### config.mk
export PLATFORM = sky130hd
export DESIGN_NAME = sjr_mac_method_responder
export DESIGN_NICKNAME = d
export VERILOG_FILES = /design/src/rtl/sjr_mac_method_responder.sv
export SDC_FILE = /design/constraint.sdc
export NUM_CORES = 1
export LEC_CHECK = 0
export BUFFER_PORTS_ARGS = -buffer_cell sky130_fd_sc_hd__buf_2
export CAP_MARGIN = 10
export CORE_MARGIN = 2
export CORE_UTILIZATION = 52
export DETAILED_ROUTE_END_ITERATION = 8
export PLACE_DENSITY_LB_ADDON = 0.3
export SYNTH_ARGS = -nofsm -noshare
export SYNTH_HDL_FRONTEND = slang
export SYNTH_SLANG_ARGS = --single-unit
### constraint.sdc
create_clock -name clk -period 6.31 [get_ports clk]
set_clock_uncertainty 0.15 [all_clocks]
set_input_delay 0.3155 -clock clk [delete_from_list [all_inputs] [get_ports clk]]
set_output_delay 0.3155 -clock clk [all_outputs]
set_load 0.01 [all_outputs]
### src/rtl/sjr_mac_method_responder.sv
// Synthesijer-style callee exposing mac(x,y) (iterative shift-add into acc) and clear().
// Optional SJR_MAC_SATURATE_EN: saturating accumulate plus a sticky mac_sat output.
module sjr_mac_method_responder #(
    parameter int WIDTH     = 32,
    parameter int ACC_WIDTH = 64
) (
    input  logic                 clk,
    input  logic                 reset,
    input  logic [WIDTH-1:0]     mac_x,
    input  logic [WIDTH-1:0]     mac_y,
    input  logic                 mac_req,
    output logic                 mac_busy,
    output logic [ACC_WIDTH-1:0] mac_return,
    input  logic                 clear_req,
    output logic                 clear_busy,
`ifdef SJR_MAC_SATURATE_EN
    output logic                 mac_sat,
`endif
    output logic [ACC_WIDTH-1:0] clear_return
);

    localparam int PROD_W = (ACC_WIDTH > 2*WIDTH) ? ACC_WIDTH : 2*WIDTH;
    localparam int CNT_W  = (WIDTH > 1) ? $clog2(WIDTH) : 1;
    localparam logic [CNT_W-1:0] CNT_LAST = CNT_W'(WIDTH-1);

    typedef enum logic [1:0] {IDLE, MUL, ACC, CLR} state_t;

    state_t               state, state_nxt;
    logic                 mac_req_d, clear_req_d;
    logic                 mac_pend, clear_pend;
    logic                 mac_pend_nxt, clear_pend_nxt;
    logic                 mac_edge, clear_edge;
    logic                 mac_active, clear_active;
    logic                 mac_accept;
    logic [WIDTH-1:0]     x_q, y_q;
    logic [PROD_W-1:0]    product;
    logic [CNT_W-1:0]     count;
    logic [ACC_WIDTH-1:0] acc, acc_sum;
`ifdef SJR_MAC_SATURATE_EN
    logic [ACC_WIDTH:0]   wide_sum;
    logic                 prod_ovf;
    logic                 sat_hit;
`endif

    assign mac_edge     = mac_req & ~mac_req_d;
    assign clear_edge   = clear_req & ~clear_req_d;
    assign mac_active   = (state == MUL) || (state == ACC);
    assign clear_active = (state == CLR);
    assign mac_busy     = mac_edge | mac_pend | mac_active;
    assign clear_busy   = clear_edge | clear_pend | clear_active;
    // Arguments are captured when the call is accepted, so a pending mac keeps them.
    assign mac_accept   = mac_edge & ~mac_pend & ~mac_active;

    always_comb begin
        state_nxt      = state;
        mac_pend_nxt   = mac_pend;
        clear_pend_nxt = clear_pend;
        case (state)
            IDLE: begin
                if (clear_edge || clear_pend) begin
                    state_nxt      = CLR;
                    clear_pend_nxt = 1'b0;
                    if (mac_edge) mac_pend_nxt = 1'b1;
                end else if (mac_edge || mac_pend) begin
                    state_nxt    = MUL;
                    mac_pend_nxt = 1'b0;
                end
            end
            MUL: begin
                if (count == CNT_LAST) state_nxt = ACC;
                if (clear_edge) clear_pend_nxt = 1'b1;
            end
            ACC: begin
                state_nxt = IDLE;
                if (clear_edge) clear_pend_nxt = 1'b1;
            end
            CLR: begin
                state_nxt = IDLE;
                if (mac_edge) mac_pend_nxt = 1'b1;
            end
            default: state_nxt = IDLE;
        endcase
    end

`ifdef SJR_MAC_SATURATE_EN
    always_comb begin
        wide_sum = {1'b0, acc} + {1'b0, product[ACC_WIDTH-1:0]};
        prod_ovf = (product >> ACC_WIDTH) != '0;
        sat_hit  = wide_sum[ACC_WIDTH] | prod_ovf;
        acc_sum  = sat_hit ? '1 : wide_sum[ACC_WIDTH-1:0];
    end
`else
    assign acc_sum = acc + product[ACC_WIDTH-1:0];
`endif

    always_ff @(posedge clk) begin
        if (reset) begin
            state        <= IDLE;
            mac_req_d    <= 1'b0;
            clear_req_d  <= 1'b0;
            mac_pend     <= 1'b0;
            clear_pend   <= 1'b0;
            x_q          <= '0;
            y_q          <= '0;
            product      <= '0;
            count        <= '0;
            acc          <= '0;
            mac_return   <= '0;
            clear_return <= '0;
`ifdef SJR_MAC_SATURATE_EN
            mac_sat      <= 1'b0;
`endif
        end else begin
            state       <= state_nxt;
            mac_req_d   <= mac_req;
            clear_req_d <= clear_req;
            mac_pend    <= mac_pend_nxt;
            clear_pend  <= clear_pend_nxt;
            if (mac_accept) begin
                x_q <= mac_x;
                y_q <= mac_y;
            end
            case (state)
                IDLE: begin
                    if (state_nxt == MUL) begin
                        product <= '0;
                        count   <= '0;
                    end
                end
                MUL: begin
                    if (y_q[count]) product <= product + (PROD_W'(x_q) << count);
                    count <= count + 1'b1;
                end
                ACC: begin
                    acc        <= acc_sum;
                    mac_return <= acc_sum;
`ifdef SJR_MAC_SATURATE_EN
                    if (sat_hit) mac_sat <= 1'b1;
`endif
                end
                CLR: begin
                    clear_return <= acc;
                    acc          <= '0;
`ifdef SJR_MAC_SATURATE_EN
                    mac_sat      <= 1'b0;
`endif
                end
                default: ;
            endcase
        end
    end

endmodule

Word-level counts from Yosys, hierarchy flattened
Cells that the tools add are included.

word-level totals
  bits of input ports = 68
  logic and storage cells = 72
  bits in registers = 331

operators by class
  add/sub/neg operators = 3
  multiplexer cells = 19
  bitwise logic cells = 12
  magnitude comparators = 1
  equality and inequality tests = 10
  shift-type cells = 1
  reductions and logical operators = 14

operators with widths
  operator                                                                  count
  64-bit case mux with 2 select lines                                       2
  64-bit adder                                                              2
  64-bit two-way mux                                                        2
  32-bit by 5-bit << shifter with 64-bit output                             1
  5-bit case mux with 2 select lines                                        1
  2-bit nonzero test                                                        4
  5-bit by 6-bit < comparator with 1-bit output (second input constant)     1
  1-bit two-way mux                                                         6
  2-bit two-way mux                                                         3
  2-bit case mux with 3 select lines                                        1
  3-bit AND reduction                                                       2
  5-bit by 1-bit adder with 5-bit output (second input constant)            1
  1-bit binary-select mux with 5-bit select                                 1
  5-bit equality test (second input constant)                               1
  5-bit two-way mux                                                         1
  1-bit AND                                                                 4
  2-bit by 1-bit equality test with 1-bit output (second input constant)    2
  2-bit equality test (second input constant)                               2
  2-bit by 1-bit inequality test with 1-bit output (second input constant)  2
  2-bit inequality test (second input constant)                             2
  1-bit NOT                                                                 4
  1-bit bitwise OR                                                          4
  1-bit case mux with 2 select lines                                        2
  2-bit AND reduction                                                       2
  4 further kinds                                                           7

Depth between registers and ports, before layout
Gate-level depths: netlist of the first run.

  word-level depth = 9
  mapped depth = 24
  gate-level depth less buffers = 20

Worst setup path before layout of the first run
Ideal clock, no wire load.

  path kind = flip-flop to flip-flop
  start = register count[1]
  end = register product[58]
  path buffers = 5
  slack = 1.148 ns
  stages on the path, launching flop included = 21
  data arrival time = 4.949 ns
  cells stage by stage = dfxtp_1 clkbuf_1 buf_1 clkbuf_1 clkbuf_1 mux4_2 mux2i_1 mux2_2 mux2i_1 ha_1 clkbuf_1 nand4_1 nor3_1 nor2b_1 nor3_1 o221a_2 o21a_1 o31a_1 o21a_1 or4b_1 nand3_1

between the ends
  longest elaborated chain between the ends = 6

ends and longest elaborated chain
  item                                                  line  RTL
  start: declaration                                    37    logic [CNT_W-1:0] count;
  start signal: assignment                              132   count <= count + 1'b1;
  branches (longest 6 deep; another with 64-bit adder)  n/a
  end signal: assignment                                131   if (y_q[count]) product <= product + (PROD_W'(x_q) << count);
  end: declaration                                      36    logic [PROD_W-1:0] product;

Several ways; the timed one is not identified. The select of a mux whose other input is x is not followed.
A chain may end at the register's enable or synchronous reset.

Worst setup path after layout of the first run
  start = register count[1]
  end = register product[47]

The elaborated chain is that of the path after synthesis.

==> results.txt, run 1 <==
Leading cell type in the layout, fill and taps excluded -> nand2_1
Critical Path Slowest Stage Cell -> dfxtp_2
Clk buf depth -> 3
Clock Tree Root -> clkbuf_16
Power Density -> 252 nW/um2
TritonCTS clock tree -> yes
Status -> finished, final reports clean
Synthesis Warnings -> 0
WL/cell -> 19.0 um
Crit path arrival time -> 5.89 ns
Final Util -> 60.3%
Flop pwr share -> 39.3%
Asr flop ratio synth -> 0%
Largest area contributor in the netlist -> dfxtp_1
Crit end category -> flop
DRT Pass-1 Iters -> 6
Clock share of power -> 37.5%
WP data required -> 6.63 ns
CTS Buf Count -> 37
Layout area overhead -> 14.6%
1st-iter DRT viols -> 1,839
MaxCap Viol Count -> 0
Leak pwr -> 0.00986 uW
I/O Buffers -> 197
TritonCTS sink count -> 331
Clk slew on worst S/H paths -> 0.07 ns
Row Count -> 73
CP startpoint kind -> flop
GRT Residual Overflow -> 0
Tot GR Track Use -> 29.5%
Post_cts resized -> 0
Hold Path Class -> in2reg
Area post-placement -> 22,000 um2
Global-route wire length before repair -> 99,700 um
#FFs+latches synth -> 331
Post-route setup TNS -> 0 ns
Main flop type after synthesis -> dfxtp_1
Post-synthesis average cell area -> 7.95 um2
Seq/Total Area, Yosys -> 31.7%
Max Slew Vio Count -> 0
R2R Setup Slk -> 0.75 ns
RSZ-0062 raised after global routing -> no
Clock latency on the worst-skew pair -> 0.57 ns
Share of layout cells above drive strength 1 -> 13.4%
Synth top area share -> 31.7%
Largest family of logic cells by synthesized area -> compound AO/OA/AOI/OAI gates
Worst Path Max Fanout -> 33
DRC -> 0
Finish-stage setup viols -> 0
Internal power -> 4080 uW
Die footprint -> 41,800 um2
Initial antenna violation count -> 0
Multiplexer share of the synthesized area -> 10.0%
H-Tree Depth -> 2
# fillers -> 3,521
Initial core utilization -> 52.7%
Most frequent cells in the layout -> nand2_1 (433), a21oi_1 (368), dfxtp_1 (328)
Cells after synthesis -> 2,626
Synth Area in XOR/XNOR -> 4.86%
Synth top area cells -> dfxtp_1 (32%), a21oi_1 (8.8%), ha_1 (7.9%)
Tcrit/Tclk final -> 88.2%
Adder-cell area share of the yosys netlist -> 8.10%
Final non-filler cell area -> 23,900 um2
Compound-Gate Fraction of Synth Area -> 22.5%
CP bufs+invs -> 1
DIE HEIGHT -> 204 um
Via-per-instance ratio -> 6.03
Fmax -> 180 MHz
Hold WS -> 0.0364 ns
Min Tclk post-route -> 5.56 ns
Peak supply drop -> 0.000240 V
Vias in the first global route -> 18,300
Total number of vias -> 19,900
Synth Area in Simple Gates -> 18.4%
CP cell instances -> buf_4 -> mux2i_1 -> nand2_1 -> o21ai_0 -> nor2_1 -> a21oi_1 -> mux2_2 -> mux2i_1 -> ha_1 -> a21o_1 -> a21oi_1 -> o21ai_0 -> a221oi_1 -> a21boi_0 -> o21ai_0 -> a31oi_1 -> xnor2_1 -> a22o_1
Gpl congestion -> 0.960
Largest net degree at the start of global routing -> 88
DRT Wirelength -> 62,900 um
Sw Share -> 32.4%
Psw -> 1960 uW
I/O Pins -> 198
Core Footprint -> 39,600 um2
Worst slew pin tran -> 1.09 ns
Nets -> 2,957
Synth Cell Area -> 20,900 um2
Rel. slew slack -> 27.6%
Die Span X -> 204 um
Dpl hpwl -> 46,700 um
Ant. Diodes -> 0
CP Class -> reg2reg
Crit-path most repeated cell -> o21ai_0
Final hold violations -> 0
RR Startpoint -> count[1]$_SDFFE_PP0P_
CP max stage delay -> 0.77 ns
Beginning of the worst hold path -> reset
EDFF count, synth -> 0
Comb power frac -> 23.2%
Crit-path leading delay family -> compound AO/OA/AOI/OAI gates
Crit path launch -> count[1]$_SDFFE_PP0P_
DRT antenna net count -> 0
Synth cell types -> 82
Mapped Nets -> 2,828
## timing repair
action,in CTS,in global routing
hold endpoints to repair,66,0
setup endpoints to repair,0,0
hold buffers,66,0
setup buffers,0,0
## routing by layer
metal	vias to the layer above	part of all wire, %	GRT usage [%]
met4	0	2.0	6.86
li1	9666	-	-
met1	9390	47	43.4
met5	-	0	0
met2	772	44	45.4
met3	95	7.2	4.21
## synthesized netlist by cell type (all sizes together) (47+ instances only)
master / count
dfxtp: 331
clkbuf: 154
a21o: 68
nand4: 47
nand2: 433
nand3: 53
o21ai: 106
a21oi: 369
ha: 132
nor2: 202
mux2i: 111
xnor2: 74
## worst paths after layout
kind                                                       to  cells past startpoint
worst min register to register    mac_return[56]$_SDFFE_PP0P_                      2
worst max register to register       product[47]$_SDFFE_PP0P_                     18
worst max-delay path                 product[47]$_SDFFE_PP0P_                     18
worst min-delay path            clear_return[50]$_SDFFE_PP0P_                      2
## power by group through the flow
stage,registers (uW),clock network (uW),logic (uW)
CTS,2370,2300,1380
finish,2370,2260,1400
detailed placement,2410,0,1340
floorplan,2340,0,1030
global route,2390,2380,1530
global placement,2400,0,1310
## per-stage QoR
step,worst slack [ns],total power [uW],std cells
finish,0.747,6030,3305
floorplan,1.15,3370,2626
global placement,0.923,3720,3175
detailed placement,0.833,3750,3175
global route,0.350,6300,3305
CTS,0.825,6050,3305
## logic make-up (layout without fill, tap and decap cells)
group | after synthesis | after routing
and+or+nand+nor | 875 | 875
adders and majority gates | 134 | 134
DFF | 331 | 331
buffers and inverters | 237 | 391
AOI/OAI and AO/OA | 767 | 767
muxes | 167 | 167
xor gates and xnor gates | 115 | 115
## state kept, by name, indices dropped and copies added, names as in the netlist
signal,count
acc,64
clear_return,64
mac_return,64
product,64
x_q,32
y_q,32
count,5
state,2
clear_pend,1
clear_req_d,1
mac_pend,1
mac_req_d,1
## cell type report
cell class / count / area, um2 / share of cell area, %
Tap cell: 525 / 657 / 2.75
Inverter: 44 / 166 / 0.696
Multi-Input combinational cell: 2058 / 13400 / 55.9
Clock buffer: 47 / 1050 / 4.41
Clock inverter: 17 / 233 / 0.973
Sequential cell: 331 / 6630 / 27.7
Timing Repair Buffer: 283 / 1820 / 7.59
(Power assumes the default switching activity.)
==> inputs of run 2 (changes only) <==
clock period = 6 ns   (was 6.31 ns; I/O delays follow)
==> results.txt, run 2 (synthesis results as in run 1) <==
Register area -> 6630 um2 (unchanged)
Clock share of power -> 36.3% (-1.2 points)
DRC -> 0 (unchanged)
TritonCTS sink count -> 331 (unchanged)
Beginning of the worst hold path -> reset
Most frequent cells in the layout -> nand2_1 (433), a21oi_1 (368), dfxtp_1 (328)
DRT Wirelength -> 62,700 um (-0.37%)
Critical Path Slowest Stage Cell -> dfxtp_2
Global-route wire length before repair -> 99,700 um (about the same)
Initial antenna violation count -> 1 (+1)
Die footprint -> 41,800 um2 (unchanged)
Vias in the first global route -> 18,700 (+2.0%)
MaxCap Viol Count -> 0 (unchanged)
Fmax -> 184 MHz (+2.6%)
Sw Share -> 33.0% (+0.64 points)
Dpl hpwl -> 47,200 um (+0.97%)
Gpl congestion -> 0.954 (-0.62%)
Post-route setup TNS -> 0 ns (unchanged)
Share of layout cells above drive strength 1 -> 13.4% (about the same)
CP max stage delay -> 0.79 ns (+0.02 ns)
Nets -> 2,963 (+0.20%)
R2R Setup Slk -> 0.58 ns (-0.17 ns)
Row Count -> 73 (unchanged)
Clock latency on the worst-skew pair -> 0.56 ns (about the same)
Crit path arrival time -> 5.73 ns (-0.16 ns)
Flop pwr share -> 39.7% (+0.4 points)
WL/cell -> 18.9 um (-0.61%)
Rel. slew slack -> 25.5% (-2.1 points)
Final hold violations -> 0 (unchanged)
Final non-filler cell area -> 23,900 um2 (-0.13%)
Place WS -> 0.698 ns (-0.134 ns)
WHS Path Cells -> 2 (unchanged)
CP Class -> reg2reg
Die Span X -> 204 um (unchanged)
Leading cell type in the layout, fill and taps excluded -> nand2_1
Hold Path Class -> in2reg
Crit path depth -> 17 (-1)
Power Density -> 262 nW/um2 (+3.7%)
Clk buf depth -> 3 (unchanged)
# fillers -> 3,521 (unchanged)
I/O Buffers -> 197 (unchanged)
Clk slew on worst S/H paths -> 0.06 ns (about the same)
CTS Buf Count -> 37 (unchanged)
Crit-path most repeated cell -> nand2_1
Status -> finished, final reports clean
Crit end category -> flop
Clock Tree Root -> clkbuf_16
Leak pwr -> 0.00986 uW (about the same)
Tcrit/Tclk final -> 90.4% (+2.2 points)
WP data required -> 6.30 ns (-0.33 ns)
GRT Residual Overflow -> 0 (unchanged)
H-Tree Depth -> 2 (unchanged)
DRT antenna net count -> 0 (unchanged)
Layout area overhead -> 14.4%
Worst slew pin tran -> 1.12 ns (+0.0321 ns)
Internal power -> 4180 uW (+2.6%)
Tot GR Track Use -> 29.5% (about the same)
CP startpoint kind -> flop
DRT Pass-1 Iters -> 5 (-1)
Crit-path leading delay family -> compound AO/OA/AOI/OAI gates
Hold Path End -> product[32]$_SDFFE_PP0P_
Finish-stage setup viols -> 0 (unchanged)
Peak supply drop -> 0.000230 V (-4.2%)
Initial core utilization -> 52.7% (unchanged)
1st-iter DRT viols -> 1,680 (-8.6%)
DIE HEIGHT -> 204 um (unchanged)
RSZ-0062 raised after global routing -> no
Final WS setup -> 0.577 ns (-0.170 ns)
I/O Pins -> 198 (unchanged)
Max Slew Vio Count -> 0 (unchanged)
Multi-input logic area -> 13,400 um2 (unchanged)
TritonCTS clock tree -> yes
Hold WS -> 0.0211 ns (-0.0153 ns)
RR Startpoint -> count[0]$_SDFFE_PP0P_
Min Tclk post-route -> 5.42 ns (-0.140 ns)
Via-per-instance ratio -> 6.03 (about the same)
Ant. Diodes -> 0 (unchanged)
Total number of vias -> 20,000 (+0.33%)
Reg2reg end -> product[57]$_SDFFE_PP0P_
CP bufs+invs -> 1 (unchanged)
FF-to-FF path depth -> 17 (-1)
Worst Path Max Fanout -> 23 (-30%)
Area post-placement -> 22,000 um2 (+0.11%)
Setup repair bufs after CTS -> 0 (unchanged)
CP cell instances -> buf_4 -> mux2_2 -> nand2_1 -> nor2_1 -> a21oi_1 -> mux2_2 -> mux2i_1 -> ha_1 -> nand2_1 -> nor4_1 -> nand4_1 -> o221ai_1 -> nand2_1 -> o221ai_1 -> a21oi_1 -> xnor2_1 -> a22o_1
Core Footprint -> 39,600 um2 (unchanged)
Comb power frac -> 24.0% (+0.8 points)
Psw -> 2070 uW (+5.6%)
Largest net degree at the start of global routing -> 109 (+24%)
## run 2: power groups by stage
stage          combinational (uW)  sequential, uW  clock, uW
6_report                     1500            2480       2270
4_1_cts                      1470            2480       2310
3_5_place_dp                 1440            2520          0
5_1_grt                      1640            2500       2390
3_3_place_gp                 1410            2520          0
2_1_floorplan                1080            2460          0
## run 2: layout make-up
| cell class | instances | share of cell area [%] |
|---|---|---|
| timing repair buffer | 289 | 7.77 |
| tap | 525 | 2.75 |
| clock buffer | 52 | 4.36 |
| inverter | 44 | 0.697 |
| clock inverter | 14 | 0.728 |
| multi-input combinational | 2058 | 55.9 |
| sequential | 331 | 27.8 |
## run 2: worst max path at each step
stage,startpoint,slack (ns),to
after floorplan,count[1]$_SDFFE_PP0P_,0.84,product[58]$_SDFFE_PP0P_
after global placement,count[0]$_SDFFE_PP0P_,0.72,product[63]$_SDFFE_PP0P_
after detailed placement,count[0]$_SDFFE_PP0P_,0.70,product[63]$_SDFFE_PP0P_
after CTS,count[0]$_SDFFE_PP0P_,0.67,product[63]$_SDFFE_PP0P_
after global routing,count[0]$_SDFFE_PP0P_,0.23,product[61]$_SDFFE_PP0P_
final,count[0]$_SDFFE_PP0P_,0.58,product[57]$_SDFFE_PP0P_
## run 2: layer usage
layer,up-vias,track usage (%),part of all wire [%]
li1,9671,-,-
met1,9465,43.1,47
met2,747,45.2,43
met3,104,4.05,6.8
met4,2,8.33,2.6
met5,-,0,0.021
## run 2: metrics by stage
step	utilization, %	power, uW	instances
CTS	60.2	6260	3312
global placement	55.5	3930	3180
global route	60.3	6530	3313
floorplan	-	3540	2626
detailed placement	55.5	3960	3180
finish	60.3	6250	3313
## run 2: worst reg2reg max path: cells and delay by family (launching register included)
family | cells | cell delay [ns]
AO/OA/AOI/OAI | 5 | 1.35
AND/OR/NAND/NOR | 6 | 1.29
flip-flops | 1 | 0.79
multiplexers | 3 | 0.78
adder cells (fa/ha/maj) | 1 | 0.51
buffers and inverters | 1 | 0.29
XOR/XNOR | 1 | 0.15
## run 2: timing repair
item | CTS | global route
hold endpoints to repair | 67 | 0
hold buffers | 66 | 0
gates resized for setup | 0 | 0
